## config.mk

```make
export PLATFORM = sky130hd
export DESIGN_NAME = sha2_msg_sched
export DESIGN_NICKNAME = d
export VERILOG_FILES = /design/src/rtl/sha2_msg_sched.sv
export SDC_FILE = /design/constraint.sdc
export NUM_CORES = 2
export LEC_CHECK = 0
export ABC_AREA = 1
export CAP_MARGIN = 10
export CORE_MARGIN = 4
export CORE_UTILIZATION = 36
export CTS_CLUSTER_SIZE = 24
export DETAILED_ROUTE_END_ITERATION = 12
export PLACE_DENSITY = 0.63
export SLEW_MARGIN = 40
export SYNTH_ARGS = -nofsm -noshare
export SYNTH_HDL_FRONTEND = slang
export SYNTH_SLANG_ARGS = --single-unit
```

## constraint.sdc

```tcl
create_clock -name clk -period 20.5 [get_ports clk]
set_clock_uncertainty 0.05 [all_clocks]
set_input_delay 2.05 -clock clk [delete_from_list [all_inputs] [get_ports clk]]
set_output_delay 2.05 -clock clk [all_outputs]
set_load 0.02 [all_outputs]
```

## src/rtl/sha2_msg_sched.sv

```systemverilog
// SHA-2 message schedule generator: expands one 16-word padded block into
// ROUNDS schedule words W[t] through a sliding 16-word window, one word per handshake.
module sha2_msg_sched #(
  parameter int WORD_W = 32,
  parameter int ROUNDS = 64
) (
  input  logic                  clk,
  input  logic                  rst,
  input  logic                  blk_valid,
  output logic                  blk_ready,
  input  logic [16*WORD_W-1:0]  blk_data,
  output logic                  w_valid,
  input  logic                  w_ready,
  output logic [WORD_W-1:0]     w_data,
  output logic [6:0]            w_idx,
  output logic                  w_last
);

  if (!((WORD_W == 32 && ROUNDS == 64) || (WORD_W == 64 && ROUNDS == 80))) begin : g_bad_params
    $error("sha2_msg_sched: WORD_W/ROUNDS must be 32/64 or 64/80");
  end

  // Rotation/shift amounts of the small sigma functions for the selected width
  localparam int S0_R1 = (WORD_W == 32) ? 7  : 1;
  localparam int S0_R2 = (WORD_W == 32) ? 18 : 8;
  localparam int S0_SH = (WORD_W == 32) ? 3  : 7;
  localparam int S1_R1 = (WORD_W == 32) ? 17 : 19;
  localparam int S1_R2 = (WORD_W == 32) ? 19 : 61;
  localparam int S1_SH = (WORD_W == 32) ? 10 : 6;

  localparam logic [6:0] LAST_T = 7'(ROUNDS - 1);

  typedef enum logic {IDLE = 1'b0, RUN = 1'b1} state_t;

  state_t             state;
  logic [WORD_W-1:0]  win [16];
  logic [6:0]         t;
  logic [WORD_W-1:0]  next_word;

  function automatic logic [WORD_W-1:0] rotr(input logic [WORD_W-1:0] x, input int n);
    return (x >> n) | (x << (WORD_W - n));
  endfunction

  function automatic logic [WORD_W-1:0] sig0(input logic [WORD_W-1:0] x);
    return rotr(x, S0_R1) ^ rotr(x, S0_R2) ^ (x >> S0_SH);
  endfunction

  function automatic logic [WORD_W-1:0] sig1(input logic [WORD_W-1:0] x);
    return rotr(x, S1_R1) ^ rotr(x, S1_R2) ^ (x >> S1_SH);
  endfunction

  // win[0..15] holds W[t..t+15]; the new word W[t+16] enters at the top
  always_comb begin
    next_word = sig1(win[14]) + win[9] + sig0(win[1]) + win[0];
  end

  always_ff @(posedge clk or posedge rst) begin
    if (rst) begin
      state <= IDLE;
      t     <= 7'd0;
      for (int i = 0; i < 16; i++) win[i] <= '0;
    end else begin
      case (state)
        IDLE: begin
          if (blk_valid) begin
            for (int i = 0; i < 16; i++) win[i] <= blk_data[(16-i)*WORD_W-1 -: WORD_W];
            t     <= 7'd0;
            state <= RUN;
          end
        end
        RUN: begin
          // The final word only retires the block; the window is left untouched
          if (w_ready) begin
            if (t == LAST_T) begin
              state <= IDLE;
            end else begin
              for (int i = 0; i < 15; i++) win[i] <= win[i+1];
              win[15] <= next_word;
              t       <= t + 7'd1;
            end
          end
        end
        default: state <= IDLE;
      endcase
    end
  end

  assign blk_ready = (state == IDLE);
  assign w_valid   = (state == RUN);
  assign w_data    = w_valid ? win[0] : '0;
  assign w_idx     = w_valid ? t : 7'd0;
  assign w_last    = w_valid && (t == LAST_T);

endmodule

```

==> metrics.md <==
| Metric | Value |
|---|---|
| Largest stage delay on the critical path | ~920 ps |
| Worst R2R Start | w_valid |
| # DRC | 0 |
| DIE AREA | 84600 um2 |
| Sort of element at the end of the critical path | output pin |
| Reg clk slew, reported paths | approximately 60 ps |
| Post-synth top area share | 0.452 |
| Largest area contributor in the netlist | sky130_fd_sc_hd__dfrtp_1 |
| Sequential fraction of the synthesis area | 0.452 |
| Cell count of the worst hold path | 2 |
| Number of antenna violations at the first check in global routing | 15 |
| Final TNS setup | 0 ps |
| Routed wire per std cell | 21.8 um |
| Sequential cell area | about 13000 um2 |
| Critical path class | reg -> out |
| Std cell rows | 103 |
| Multi-input combinational cell area | ~13000 um2 |
| Flip-flop and latch count after synthesis | 520 |
| Reported max-cap violation count | 0 |
| GRT Util Overall | 0.261 |
| Area contributors post-synth | sky130_fd_sc_hd__dfrtp_1 (45%), sky130_fd_sc_hd__nand2_1 (17%), sky130_fd_sc_hd__a31oi_1 (10%) |
| Die boundary width | approximately 290 um |
| Gate Count Post-Synth | 3773 |
| Kind of start point of the critical path | flop |
| Wirelength, routed | 115000 um |
| Length of the first detailed-routing pass in iterations | 6 |
| Final setup viols | 0 |
| Number of resized instances in the post-cts repair step | 0 |
| Required time of the critical path | between 15000 and 20000 ps |
| Worst Hold Launch | win[5] |
| CORE AREA | between 70000 and 80000 um2 |
| End point of the worst hold path | win[5] |
| Placer's final routability congestion estimate | between 0.9 and 1 |
| Final Hold Slack | about 440 ps |
| Via-to-Cell Ratio | 5.04 |
| CTS tree | yes |
| Wire length of the first global-routing pass | roughly 170000 um |
| Filler cell count in the final layout | approximately 8000 |
| Slack of the worst reg-to-reg path | ~16000 ps |
| Hold/Removal Path Class | reg -> reg |
| Iter 0 DRT Violations | approximately 2500 |
| CP max-delay cell | sky130_fd_sc_hd__clkdlybuf4s50_1 |
| Die height | 291 um |
| Clock root cell | sky130_fd_sc_hd__clkbuf_16 |
| Worst Reg2Reg Path Length in Cells | 11 |
| Antenna Violating Nets Remaining | 0 |
| Highest-count cells in the layout ignoring fill and taps | sky130_fd_sc_hd__nand2_1 (1294), sky130_fd_sc_hd__nor2_1 (559), sky130_fd_sc_hd__clkdlybuf4s50_1 (557), sky130_fd_sc_hd__dfrtp_1 (519), sky130_fd_sc_hd__a31oi_1 (479) |
| Final-report max-slew violation count | 0 |
| Area growth from synthesis to layout | 28.0% |
| Count of final hold-check violations | 0 |
| Crit path arrival time | between 3000 and 4000 ps |
| Ports placed on the boundary | around 560 |
| Quantity of hold-fixing buffers added after cts | 0 |
| Mapped Nets | 4383 |
| Tightest slew margin relative to the limit | 0.466 |
| Clk sink count | 520 |
| Fraction of layout instances using a drive strength above 1 | 0.0306 |
| Initial standard-cell utilization of the core | 0.364 |
| Number of nets in the layout | ~4800 |
| Average size of a mapped cell | approximately 7.6 um2 |
| Setup repair after global routing missed its margin | false |
| Sequence of cells on the critical path | buf_4 > nand2_1 > inv_1 > clkdlybuf4s50_1 |
| Pin count of the biggest net entering global routing | approximately 240 |
| CTS H-Tree Depth | 2 |
| Port bufs | 557 |
| Timing-limited maximum frequency | approximately 180 MHz |
| Post-DP HPWL | slightly below 90000 um |
| Outcome | finished clean |
| Most common cell after layout, fill and taps aside | sky130_fd_sc_hd__nand2_1 |
| Final Critical Period | around 5400 ps |
| CTS Buf Count | 58 |
| Maximum clock insertion buffer count | 3 |
| Destination of the worst register-to-register timing path | win[277] |
| Share of the clock period used by the worst path after layout | 0.264 |
| Number of warnings printed during yosys synthesis | 0 |
| Synthesized cell area | between 20000 and 30000 um2 |
| Worst skew pair latency | 610 ps |
| Count of vias placed by the detailed router | 26500 |
| Overflow left after global routing | 0 |
| Count of distinct cell types in the synthesized netlist | 29 |
| Post-CTS setup buffer count | 0 |
| Maximum fanout count along the critical path | just under 80 |
| Worst-Margin Slew | between 800 and 900 ps |
| Vias in the first global route | approximately 26000 |
## cell families (layout without fill, tap and decap cells)
| family | after synthesis | after routing | share of synthesized area |
|---|---|---|---|
| other | 0 | 9 | 0 |
| AOI/OAI and AO/OA | 557 | 557 | 0.119 |
| and+or+nand+nor | 1911 | 1911 | 0.252 |
| DFF | 520 | 520 | 0.452 |
| adders and majority gates | 94 | 94 | 0.0570 |
| buffers and inverters | 562 | 976 | 0.0806 |
| xor gates and xnor gates | 129 | 129 | 0.0392 |
## synthesized netlist by cell type
cell                       instances
sky130_fd_sc_hd__a21boi_0          1
sky130_fd_sc_hd__a21oi_1          46
sky130_fd_sc_hd__a31oi_1         479
sky130_fd_sc_hd__buf_1             4
sky130_fd_sc_hd__buf_2            96
sky130_fd_sc_hd__buf_6            12
sky130_fd_sc_hd__clkbuf_1        165
sky130_fd_sc_hd__dfrtp_1         520
sky130_fd_sc_hd__fa_1             62
sky130_fd_sc_hd__ha_1             32
sky130_fd_sc_hd__inv_1           282
sky130_fd_sc_hd__inv_2             3
sky130_fd_sc_hd__nand2_1        1294
sky130_fd_sc_hd__nand2_2           1
sky130_fd_sc_hd__nand3_1          46
sky130_fd_sc_hd__nand3b_1          1
sky130_fd_sc_hd__nand4_1           3
sky130_fd_sc_hd__nand4_2           1
sky130_fd_sc_hd__nor2_1          559
sky130_fd_sc_hd__nor3_1            5
sky130_fd_sc_hd__o211ai_1          5
sky130_fd_sc_hd__o21a_1            2
sky130_fd_sc_hd__o21ai_0          19
sky130_fd_sc_hd__o21bai_1          3
sky130_fd_sc_hd__o31ai_1           1
sky130_fd_sc_hd__o32ai_1           1
sky130_fd_sc_hd__or2_2             1
sky130_fd_sc_hd__xnor2_1          68
sky130_fd_sc_hd__xor2_1           61
## worst max-delay path by stage
stage / from / to / depth (start not counted)
4_1_cts: w_valid / w_idx[4] / 4
2_1_floorplan: rst / t[0] / 1
5_1_grt: w_valid / w_idx[4] / 4
3_3_place_gp: blk_valid / win[373] / 9
6_report: w_valid / w_idx[4] / 4
3_5_place_dp: blk_valid / win[240] / 9
## per-stage QoR
stage          cells  instance area [um2]  utilization  worst slack, ps
2_1_floorplan   3773                28800            -             3870
3_3_place_gp    5124                34700        0.438            14400
3_5_place_dp    5126                34800        0.439            14730
4_1_cts         5233                36700        0.464            15040
5_1_grt         5241                36800        0.466            14920
6_report        5246                36900        0.466            15090
## layer usage
metal	routed length, um	vias up	GRT usage
li1	-	12800	-
met1	48200	12500	0.344
met2	52500	946	0.415
met3	8940	189	0.0640
met4	4870	10	0.0999
met5	59	-	0.00737
## worst max-delay path, delay by kind of cell (launching register included)
family | cells | cell delay [ps]
buf+inv | 3 | 1740
flops | 1 | 620
simple gates | 1 | 320
## layout make-up
cell class | count | area share
Timing Repair Buffer | 584 | 0.163
Antenna cell | 9 | 0.000611
Clock buffer | 88 | 0.0471
Sequential cell | 520 | 0.353
Clock inverter | 19 | 0.00581
Inverter | 285 | 0.0299
Multi-Input combinational cell | 2691 | 0.365
Tap cell | 1050 | 0.0357
## flip-flops by register name, indices dropped and copies added, names as in the netlist
register	cells
t	7
w_valid	1
win	512
Power is left out: the tool's default activity adds up to more than one toggle a clock period on the data nets, which glitch-free logic cannot reach.
